[config.mk]
export PLATFORM = sky130hd
export DESIGN_NAME = dyn_bus_sizer
export DESIGN_NICKNAME = d
export VERILOG_FILES = /design/src/rtl/dyn_bus_pkg.sv /design/src/rtl/dyn_bus_sizer_lane_router.sv /design/src/rtl/dyn_bus_sizer.sv
export SDC_FILE = /design/constraint.sdc
export NUM_CORES = 1
export LEC_CHECK = 0
export ABC_AREA = 1
export CAP_MARGIN = 20
export CORE_MARGIN = 2
export CORE_UTILIZATION = 50
export CTS_BUF_LIST = sky130_fd_sc_hd__clkbuf_8
export CTS_CLUSTER_DIAMETER = 100
export DETAILED_ROUTE_END_ITERATION = 8
export DONT_BUFFER_PORTS = 1
export GPL_ROUTABILITY_DRIVEN = 0
export HOLD_SLACK_MARGIN = 0.08
export PLACE_DENSITY = 0.74
export SLEW_MARGIN = 20
export SYNTH_ARGS = -nofsm -noshare
export SYNTH_HDL_FRONTEND = slang
export SYNTH_SLANG_ARGS = --single-unit
[constraint.sdc]
create_clock -name BCLK -period 4.2 [get_ports BCLK]
set_input_delay 0.21 -clock BCLK [delete_from_list [all_inputs] [get_ports BCLK]]
set_output_delay 0.21 -clock BCLK [all_outputs]
set_load 0.03 [all_outputs]
[src/rtl/dyn_bus_pkg.sv]
// Shared types and helpers for the MC68040-to-port-bus dynamic bus sizer.
// Holds the FSM states, SIZ/DSACK encodings and the write lane steering function.
package dyn_bus_pkg;

  typedef enum logic [2:0] {
    ST_IDLE,
    ST_START,
    ST_WAIT,
    ST_ACK,
    ST_ERR
  } state_t;

  localparam logic [1:0] SIZ_LONG = 2'b00;
  localparam logic [1:0] SIZ_BYTE = 2'b01;
  localparam logic [1:0] SIZ_WORD = 2'b10;
  localparam logic [1:0] SIZ_LINE = 2'b11;

  localparam logic [1:0] DS_32   = 2'b00;
  localparam logic [1:0] DS_16   = 2'b01;
  localparam logic [1:0] DS_8    = 2'b10;
  localparam logic [1:0] DS_WAIT = 2'b11;

  // Replicate the addressed halfword/byte so a narrow port finds it on its own lanes.
  function automatic logic [31:0] lane_select(input logic [31:0] data,
                                              input logic [1:0]  off,
                                              input logic [1:0]  port);
    logic [15:0] hw;
    logic [7:0]  b;
    hw = off[1] ? data[15:0] : data[31:16];
    case (off)
      2'd0:    b = data[31:24];
      2'd1:    b = data[23:16];
      2'd2:    b = data[15:8];
      default: b = data[7:0];
    endcase
    case (port)
      DS_32:   lane_select = data;
      DS_16:   lane_select = {hw, hw};
      default: lane_select = {4{b}};
    endcase
  endfunction

endpackage

[src/rtl/dyn_bus_sizer_lane_router.sv]
// Combinational lane steering for the bus sizer: write routing, read alignment,
// per-lane merge enables and the byte count moved by one port sub-cycle.
module dbs_lane_router
  import dyn_bus_pkg::*;
(
  input  logic [31:0] wr_data,
  input  logic [1:0]  wr_off,
  input  logic [1:0]  wr_port,
  input  logic [31:0] rd_data,
  input  logic [1:0]  rd_off,
  input  logic [1:0]  rd_port,
  input  logic [2:0]  rem,
  output logic [31:0] wr_lanes,
  output logic [31:0] rd_lanes,
  output logic [3:0]  rd_en,
  output logic [2:0]  width
);

  logic [2:0] limit;
  logic [2:0] stop;

  assign wr_lanes = lane_select(wr_data, wr_off, wr_port);

  // A port can only move bytes up to its own alignment boundary.
  always_comb begin
    limit = 3'd1;
    case (rd_port)
      DS_32:   limit = 3'd4 - {1'b0, rd_off};
      DS_16:   limit = 3'd2 - {2'b00, rd_off[0]};
      default: limit = 3'd1;
    endcase
    width = (rem < limit) ? rem : limit;
    stop  = {1'b0, rd_off} + width;
    rd_en = '0;
    for (int i = 0; i < 4; i++) begin
      rd_en[i] = (3'(i) >= {1'b0, rd_off}) && (3'(i) < stop);
    end
  end

  always_comb begin
    rd_lanes = rd_data;
    case (rd_port)
      DS_32:   rd_lanes = rd_data;
      DS_16:   rd_lanes = {2{rd_data[31:16]}};
      default: rd_lanes = {4{rd_data[31:24]}};
    endcase
  end

endmodule

[src/rtl/dyn_bus_sizer.sv]
// Dynamic bus sizer: splits 68040 transfers into DSACK-sized port sub-cycles.
// Optional watchdog enabled by defining BUS_TIMEOUT_EN.
module dyn_bus_sizer
  import dyn_bus_pkg::*;
#(
  parameter int LINE_LONGS = 4,
  parameter int TO_CYCLES  = 255
) (
  input  logic                             BCLK,
  input  logic                             nRESET,
  input  logic                             nTS_CPU,
  input  logic [$clog2(LINE_LONGS)+1:0]    A_CPU,
  input  logic [1:0]                       SIZ_CPU,
  input  logic                             RnW,
  input  logic [31:0]                      D_CPU_W,
  output logic [31:0]                      D_CPU_R,
  output logic                             nTA_CPU,
  output logic                             nTEA_CPU,
  output logic                             nTS_BUS,
  output logic [$clog2(LINE_LONGS)+1:0]    A_BUS,
  output logic [1:0]                       SIZ_BUS,
  output logic [31:0]                      D_BUS_W,
  input  logic [31:0]                      D_BUS_R,
  input  logic [1:0]                       DSACK,
  input  logic                             nBERR
);

  localparam int AW = 2 + $clog2(LINE_LONGS);
  localparam int LW = (LINE_LONGS > 1) ? $clog2(LINE_LONGS) : 1;

  state_t        state, state_n;
  logic [AW-1:0] addr, addr_n;
  logic [2:0]    rem, rem_n;
  logic [LW-1:0] long_cnt, cnt_n;
  logic          rnw, rnw_n;
  logic          first, first_n;
  logic [1:0]    port_q, port_n;
  logic [1:0]    wr_port;
  logic [31:0]   wr_lanes, rd_lanes;
  logic [3:0]    rd_en;
  logic [2:0]    width;
  logic          merge;
  logic          timeout;

  dbs_lane_router u_router (
    .wr_data  (D_CPU_W),
    .wr_off   (addr_n[1:0]),
    .wr_port  (wr_port),
    .rd_data  (D_BUS_R),
    .rd_off   (addr[1:0]),
    .rd_port  (DSACK),
    .rem      (rem),
    .wr_lanes (wr_lanes),
    .rd_lanes (rd_lanes),
    .rd_en    (rd_en),
    .width    (width)
  );

`ifdef BUS_TIMEOUT_EN
  localparam int TW = $clog2(TO_CYCLES + 1);
  logic [TW-1:0] to_cnt;

  always_ff @(posedge BCLK or negedge nRESET) begin
    if (!nRESET)                to_cnt <= '0;
    else if (state == ST_START) to_cnt <= '0;
    else if (state == ST_WAIT)  to_cnt <= to_cnt + TW'(1);
  end

  assign timeout = (to_cnt == TW'(TO_CYCLES - 1));
`else
  assign timeout = 1'b0;
`endif

  always_comb begin
    state_n = state;
    addr_n  = addr;
    rem_n   = rem;
    cnt_n   = long_cnt;
    rnw_n   = rnw;
    first_n = first;
    port_n  = port_q;
    merge   = 1'b0;
    case (state)
      ST_IDLE: begin
        if (!nTS_CPU) begin
          addr_n  = A_CPU;
          rnw_n   = RnW;
          first_n = 1'b1;
          case (SIZ_CPU)
            SIZ_BYTE: rem_n = 3'd1;
            SIZ_WORD: rem_n = 3'd2;
            default:  rem_n = 3'd4;
          endcase
          cnt_n   = (SIZ_CPU == SIZ_LINE) ? LW'(LINE_LONGS - 1) : '0;
          state_n = (SIZ_CPU == SIZ_WORD && A_CPU[0]) ? ST_ERR : ST_START;
        end
      end
      ST_START: state_n = ST_WAIT;
      ST_WAIT: begin
        // Bus error wins over any DSACK seen on the same edge.
        if (!nBERR) begin
          state_n = ST_ERR;
        end else if (DSACK != DS_WAIT) begin
          merge   = rnw;
          addr_n  = addr + AW'(width);
          rem_n   = rem - width;
          first_n = 1'b0;
          port_n  = DSACK;
          state_n = (rem == width) ? ST_ACK : ST_START;
        end else if (timeout) begin
          state_n = ST_ERR;
        end
      end
      ST_ACK: begin
        if (long_cnt != '0) begin
          cnt_n   = long_cnt - LW'(1);
          rem_n   = 3'd4;
          first_n = 1'b1;
          state_n = ST_START;
        end else begin
          state_n = ST_IDLE;
        end
      end
      ST_ERR:  state_n = ST_IDLE;
      default: state_n = ST_IDLE;
    endcase

    // First sub-cycle of a longword must suit any port; later ones follow the known port.
    wr_port = port_n;
    if (first_n) begin
      case (rem_n)
        3'd1:    wr_port = DS_8;
        3'd4:    wr_port = DS_32;
        default: wr_port = DS_16;
      endcase
    end
  end

  always_ff @(posedge BCLK or negedge nRESET) begin
    if (!nRESET) begin
      state    <= ST_IDLE;
      addr     <= '0;
      rem      <= '0;
      long_cnt <= '0;
      rnw      <= 1'b1;
      first    <= 1'b0;
      port_q   <= DS_32;
      nTS_BUS  <= 1'b1;
      nTA_CPU  <= 1'b1;
      nTEA_CPU <= 1'b1;
      A_BUS    <= '0;
      SIZ_BUS  <= '0;
      D_BUS_W  <= '0;
      D_CPU_R  <= '0;
    end else begin
      state    <= state_n;
      addr     <= addr_n;
      rem      <= rem_n;
      long_cnt <= cnt_n;
      rnw      <= rnw_n;
      first    <= first_n;
      port_q   <= port_n;
      nTS_BUS  <= (state_n != ST_START);
      nTA_CPU  <= (state_n != ST_ACK);
      nTEA_CPU <= (state_n != ST_ERR);
      if (state_n == ST_START) begin
        A_BUS   <= addr_n;
        SIZ_BUS <= rem_n[1:0];
      end
      if (state_n == ST_START || state_n == ST_WAIT) D_BUS_W <= wr_lanes;
      if (merge) begin
        for (int i = 0; i < 4; i++) begin
          if (rd_en[i]) D_CPU_R[31-8*i -: 8] <= rd_lanes[31-8*i -: 8];
        end
      end
    end
  end

endmodule

==> impl_metrics.json, run 1 <==
{
  "yosys-top-cells-area": "dfrtp_1 (40%), nand2_1 (14%), nor2_1 (8.5%)",
  "slew_headroom_pct": 63.0,
  "fp.coreArea_mm2": 0.0103,
  "fin_nets": 832,
  "cap_violations": 0,
  "synth_fp_nets": 801,
  "finalHoldViolCount": 0,
  "worstSetupEndpointType": "register",
  "num_antenna_cells": 0,
  "area_delta_synth_final_pct": 13.5,
  "dpl.hpwl_um": 10300,
  "post-place-ws_ns": 0.0910,
  "final_util_pct": 58.2,
  "reg2reg_slack_ns": 0.28,
  "crit_start": "addr[0]",
  "powerDensity_mw_per_mm2": 946,
  "grt_max_degree": 90,
  "p_total_mw": 5.66,
  "cts_root_buf": "clkbuf_8",
  "cpMostUsedCell": "inv_1",
  "critical_path_class": "register to register",
  "seq_area_mm2": 0.00223,
  "p_leak_nw": 2.98,
  "r2r_start": "addr[0]",
  "drv_slew": 0,
  "ys_types": 37,
  "port_buffers": 0,
  "cts_buffers": 9,
  "grt-ovfl-total": 0,
  "place_area_mm2": 0.00536,
  "hp-start": "DSACK[0]",
  "fin_cells": 877,
  "dp_cells": 820,
  "routed_wl_um": 14800,
  "fmax_mhz": 255,
  "synth_top_cell_area_share_pct": 40.4,
  "layout-drive-gt1-share_pct": 10.9,
  "clkSlewWorstSetupHoldPaths_ns": 0.08,
  "rsz0062_at_grt": "yes",
  "period_needed_ns": 3.92,
  "hold-path-cell-count": 3,
  "avgViaCountPerCell": 5.75,
  "first_pass_iters": 6,
  "grt_first_pass_wirelength_um": 23200,
  "drt_iter0_drc": 567,
  "grtUsageTotal_pct": 25.4,
  "antenna_left": 0,
  "cp_max_fo": 20,
  "finalClockSkew_ns": 0.0208,
  "rows": 37,
  "yosysTopAreaCell": "dfrtp_1",
  "fin_ws_ns": 0.284,
  "arrival_ns": 4.15,
  "synth_area_mm2": 0.00527,
  "fin_setup_tns_ns": 0,
  "worstPathRequired_ns": 4.43,
  "fill_cells": 917,
  "whs_ns": 0.0987,
  "max_stage_delay_ns": 0.51,
  "grt_pass1_vias": 4714,
  "hold_end": "port_q[1]",
  "r2r-end": "D_BUS_W[3]",
  "initial_core_util_pct": 51.3,
  "cts_tree": "built",
  "cp-start-kind": "register",
  "avgSynthCellArea_um2": 7.48,
  "yosysSeqAreaShare_pct": 42.4,
  "fin_crit_sh_pct": 93.2,
  "setup_violations": 0,
  "drc": 0,
  "vias": 5043,
  "peakVddDrop_v": 0.000564,
  "design_area_mm2": 0.00598,
  "cts_htree_levels": 3,
  "die_x_um": 107,
  "r2r_cells": 25,
  "clock_latency_ns": 0.35,
  "cts.sinks": 89,
  "crit_family": "adder cells",
  "die_h_um": 107,
  "ys.warnings.count": 0,
  "avgRoutedWirePerCell_um": 16.8,
  "antenna_found_initial": 0,
  "slowest_stage": "fa_2",
  "run_status": "completed",
  "synth_cells": 705,
  "hold_class": "input port to register",
  "io_pins": 150,
  "worst_pin_slew_ns": 0.554,
  "crit_buf_inv": 7,
  "clockBufferDepth": 2,
  "ys_ff_latch": 89,
  "die_area_mm2": 0.0114,
  "multiInputGateArea_mm2": 0.00272
}
==> cells in the final DEF, fill, tap and decap left out, types with 14 or more instances in the layout <==
cell             n
nor2_1         120
nand2_1        200
a31oi_1         15
inv_1           40
dlygate4sd3_1   31
o21ai_0         24
buf_4           14
a21oi_1         15
nand4_1         35
nand3_1         52
dfrtp_1         84
ha_1            16
==> report_power, final <==
| part | total [mW] | switching (mW) | internal, mW |
|---|---|---|---|
| combinational | 2.87 | 1.87 | 1.00 |
| clock | 0.572 | 0.301 | 0.270 |
| sequential | 2.21 | 0.946 | 1.27 |
| total | 5.66 | 3.12 | 2.54 |
==> cell families after synthesis <==
| logic type | count (synthesis) | share of synthesized area [%] |
|---|---|---|
| AOI/OAI and AO/OA | 72 | 7.95 |
| buffers and inverters | 78 | 6.48 |
| DFF | 89 | 42.4 |
| and+or+nand+nor | 438 | 36.6 |
| adders and majority gates | 19 | 4.80 |
| xor gates and xnor gates | 2 | 0.332 |
| muxes | 7 | 1.50 |
==> how the worst max path moves through the flow <==
stage	end	slack (ns)	cells after the start
floorplan	D_CPU_R[24]	0.77	18
global placement	D_BUS_W[19]	0.38	25
detailed placement	D_BUS_W[3]	0.09	25
CTS	D_BUS_W[3]	0.05	25
global route	D_BUS_W[3]	-0.11	25
finish	D_BUS_W[3]	0.28	25
==> sequential cells by signal, summed over array words and instances (netlist names), 2 cells and up <==
name and count:
port_q 2, D_BUS_W 32, rem 3, state 3, A_BUS 4, SIZ_BUS 2
addr 4, D_CPU_R 32, long_cnt 2
==> metal layers <==
| layer | global-route usage, % | routed length [um] | vias up |
|---|---|---|---|
| li1 | - | - | 2373 |
| met1 | 31.0 | 5720 | 2318 |
| met2 | 42.0 | 7020 | 295 |
| met3 | 6.75 | 1460 | 57 |
| met4 | 11.7 | 583 | 0 |
| met5 | 0 | 0 | - |
==> cell usage after synthesis <==
| cell | count |
|---|---|
| a41oi_1 | 2 |
| nand4_1 | 35 |
| o21ai_1 | 1 |
| o21ai_0 | 24 |
| nor3_1 | 1 |
| nor2_4 | 4 |
| clkbuf_1 | 15 |
| fa_1 | 2 |
| ha_1 | 17 |
| inv_2 | 8 |
| o21a_1 | 2 |
| nand3_4 | 2 |
| buf_6 | 4 |
| a21oi_1 | 17 |
| nor3_2 | 1 |
| a31oi_1 | 15 |
| o211ai_1 | 9 |
| nand2_1 | 202 |
| or2_2 | 2 |
| xor2_1 | 2 |
| nand3_2 | 2 |
| o2111ai_1 | 1 |
| nand2_4 | 1 |
| buf_2 | 9 |
| mux2_2 | 7 |
| clkinv_1 | 1 |
| dfstp_2 | 4 |
| o22ai_1 | 1 |
| dfrtp_1 | 85 |
| nor2_1 | 120 |
| or2_1 | 5 |
| nand2_2 | 9 |
| nand3_1 | 52 |
| nand3b_1 | 1 |
| nor2_2 | 1 |
| buf_4 | 2 |
| inv_1 | 39 |
==> tightest hold or removal path: cells and delay by family <==
| kind | cells | cell delay, ns |
|---|---|---|
| AOI/OAI and AO/OA | 1 | 0.09 |
| buffers and inverters | 1 | 0.06 |
| and+or+nand+nor | 1 | 0.02 |
==> final cells by class <==
| cell class | instances | area share, % |
|---|---|---|
| multi-input cells | 538 | 45.4 |
| clock inverters | 7 | 1.09 |
| flip-flops and latches | 89 | 37.3 |
| repair buffers | 50 | 8.22 |
| well taps | 136 | 2.84 |
| clock buffers | 9 | 2.07 |
| inverters | 48 | 3.01 |
==> timing repair <==
| action | in CTS | in global routing |
|---|---|---|
| endpoints found under the setup margin | 0 | 37 |
| resized for setup | 0 | 10 |
| hold buffers | 33 | 1 |
| buffers inserted | 0 | 7 |
| endpoints found under the hold margin | 117 | 1 |
Power figures use the tool's default switching activity.
==> run 2: changes to the inputs <==
SYNTH_HIERARCHICAL = 1   (was default)
==> impl_metrics.json, run 2 <==
{
  "rows": 38,
  "grt_pass1_vias": 4809,
  "clock_latency_ns": 0.38,
  "finalHoldViolCount": 0,
  "routed_wl_um": 15800,
  "synth_area_mm2": 0.00565,
  "place_area_mm2": 0.00565,
  "initial_core_util_pct": 51.7,
  "design_area_mm2": 0.00630,
  "grt-ovfl-total": 0,
  "crit_buf_inv": 6,
  "cpMostUsedCell": "nand2_1",
  "fin_nets": 863,
  "yosys-top-cells-area": "dfrtp_1 (38%), nand2_1 (16%), nand3_1 (5.2%)",
  "first_pass_iters": 6,
  "cts_root_buf": "clkbuf_8",
  "busiest_layer": "met2",
  "die_h_um": 110,
  "multiInputGateArea_mm2": 0.00290,
  "worstPathRequired_ns": 4.48,
  "avgRoutedWirePerCell_um": 17.3,
  "clkPwrFrac_pct": 11.8,
  "cts.sinks": 89,
  "arrival_ns": 4.21,
  "synth_cells": 740,
  "num_antenna_cells": 0,
  "antenna_found_initial": 0,
  "grtUsageMet3_pct": 8.35,
  "crit_family": "adder cells",
  "clockBufferDepth": 2,
  "fill_cells": 984,
  "hold_class": "input port to register",
  "p_sw_mw": 3.30,
  "drv_slew": 0,
  "layout-drive-gt1-share_pct": 16.8,
  "p_comb_share_pct": 53.2,
  "antenna_left": 0,
  "run_status": "completed",
  "synth_most_common_cell": "nand2_1",
  "fmax_mhz": 254,
  "area_delta_synth_final_pct": 11.4,
  "period_needed_ns": 3.93,
  "die_x_um": 110,
  "synth_fp_nets": 836,
  "critical_path_class": "register to register",
  "die_area_mm2": 0.0122,
  "worstSetupEndpointType": "register",
  "clkSlewWorstSetupHoldPaths_ns": 0.10,
  "cp_max_fo": 9,
  "grtUsageMet2_pct": 41.6,
  "top_regs": "D_BUS_W x32, D_CPU_R x32",
  "finalClockSkew_ns": 0.0152,
  "power_frac_seq_pct": 35.0,
  "swShare_pct": 54.7,
  "cts_tree": "built",
  "drt_iter0_drc": 333,
  "fp.coreArea_mm2": 0.0109,
  "setup_violations": 0,
  "grt_first_pass_wirelength_um": 24100,
  "grt_max_degree": 90,
  "slew_headroom_pct": 70.2,
  "ys.warnings.count": 6,
  "avgSynthCellArea_um2": 7.64,
  "dpl.hpwl_um": 11000,
  "grtUsageTotal_pct": 26.1,
  "slowest_stage": "fa_1",
  "cap_violations": 0,
  "powerDensity_mw_per_mm2": 959,
  "p_int_mw": 2.73,
  "port_buffers": 0,
  "synth_top_cell_area_share_pct": 37.6,
  "p_total_mw": 6.04,
  "grt_util_met1_pct": 32.2,
  "ys_ff_latch": 89,
  "cts_buffers": 9,
  "seq_area_mm2": 0.00223,
  "io_pins": 150,
  "vias": 5063,
  "drc": 0,
  "avgViaCountPerCell": 5.55,
  "cts_htree_levels": 3,
  "max_stage_delay_ns": 0.48,
  "fin_crit_sh_pct": 93.7,
  "cp-start-kind": "register",
  "ys_types": 36,
  "yosysTopAreaCell": "dfrtp_1",
  "layout_commonest_cell": "nand2_1",
  "synth-main-ff-cell": "dfrtp_1",
  "yosysSeqAreaShare_pct": 39.5,
  "worst_pin_slew_ns": 0.446,
  "final_cell_mix": "nand2_1 (244), dfrtp_1 (85), inv_1 (72)",
  "synthTopCellsByCount": "nand2_1 (244), dfrtp_1 (85), inv_1 (73)",
  "peakVddDrop_v": 0.000493,
  "synth_edf_count": 0,
  "async_flop_share_pct": 100,
  "p_leak_nw": 3.46
}
run 2: cell count changes after synthesis, moves of 19 or more:
| cell | change |
|---|---|
| mux2_2 | +19 |
| nand4_1 | -35 |
| inv_1 | +34 |
| nor2_1 | -49 |
| nand2_2 | +28 |
| nand2_1 | +42 |
run 2: cell families after synthesis:
kind of cell / count (synthesis) / synth area share [%]
muxes: 32 / 6.37
AOI/OAI and AO/OA: 57 / 5.58
buffers and inverters: 112 / 10.0
xor gates and xnor gates: 1 / 0.155
DFF: 89 / 39.5
and+or+nand+nor: 430 / 33.8
adders and majority gates: 19 / 4.60
run 2: cell type report:
type                            count  share of cell area [%]
Multi-Input combinational cell    539                    46.0
Sequential cell                    89                    35.4
Timing Repair Buffer               46                    7.01
Inverter                           82                    5.01
Tap cell                          140                    2.78
Clock buffer                       11                    2.40
Clock inverter                      5                    1.37
run 2: tightest hold or removal path, stage by stage:
cell	delay [ns]
nand2_1	0.05
nand2_1	0.06
mux2_2	0.13
run 2: per-layer routing:
layer	wire length, um	share of wire [%]
met1	6070	39
met2	7510	48
met3	1710	11
met4	466	3.0
met5	0	0
run 2: worst paths after layout:
kind                             start     endpoint  slack [ns]  cells past startpoint
setup / recovery               addr[1]  D_BUS_W[27]        0.27                     25
hold / removal             D_BUS_R[18]  D_CPU_R[18]         0.1                      3
max in group asynchronous       nRESET      nTS_BUS        3.40                      2
hold reg to reg              port_q[1]    port_q[1]        0.54                      2
setup reg to reg               addr[1]  D_BUS_W[27]        0.27                     25
min in group asynchronous       nRESET      addr[3]        0.42                      2
run 2: repair_timing:
item                                    CTS  global route
hold buffers                             30             0
buffers inserted                          0             6
resized for setup                         0            12
endpoints found under the hold margin   118             0
endpoints found under the setup margin    0            32
run 2: power groups by stage:
stage,Sequential (mW),Combinational [mW],Clock [mW]
floorplan,2.04,2.55,0
global placement,2.13,2.83,0
detailed placement,2.14,2.93,0
CTS,2.12,3.00,0.722
global route,2.17,3.58,0.763
finish,2.12,3.21,0.711
run 2: per-stage QoR:
step | cells | TNS, ns | utilization [%] | hold WS, ns | setup WS [ns]
after floorplan | 740 | 0 | - | -0.0856 | 0.484
after global placement | 860 | 0 | 51.6 | -0.0822 | 0.291
after detailed placement | 860 | 0 | 51.6 | -0.0826 | 0.124
after CTS | 906 | 0 | 56.7 | 0.0821 | 0.100
after global routing | 912 | -0.0615 | 57.6 | 0.0892 | -0.0191
final | 912 | 0 | 57.6 | 0.0958 | 0.266
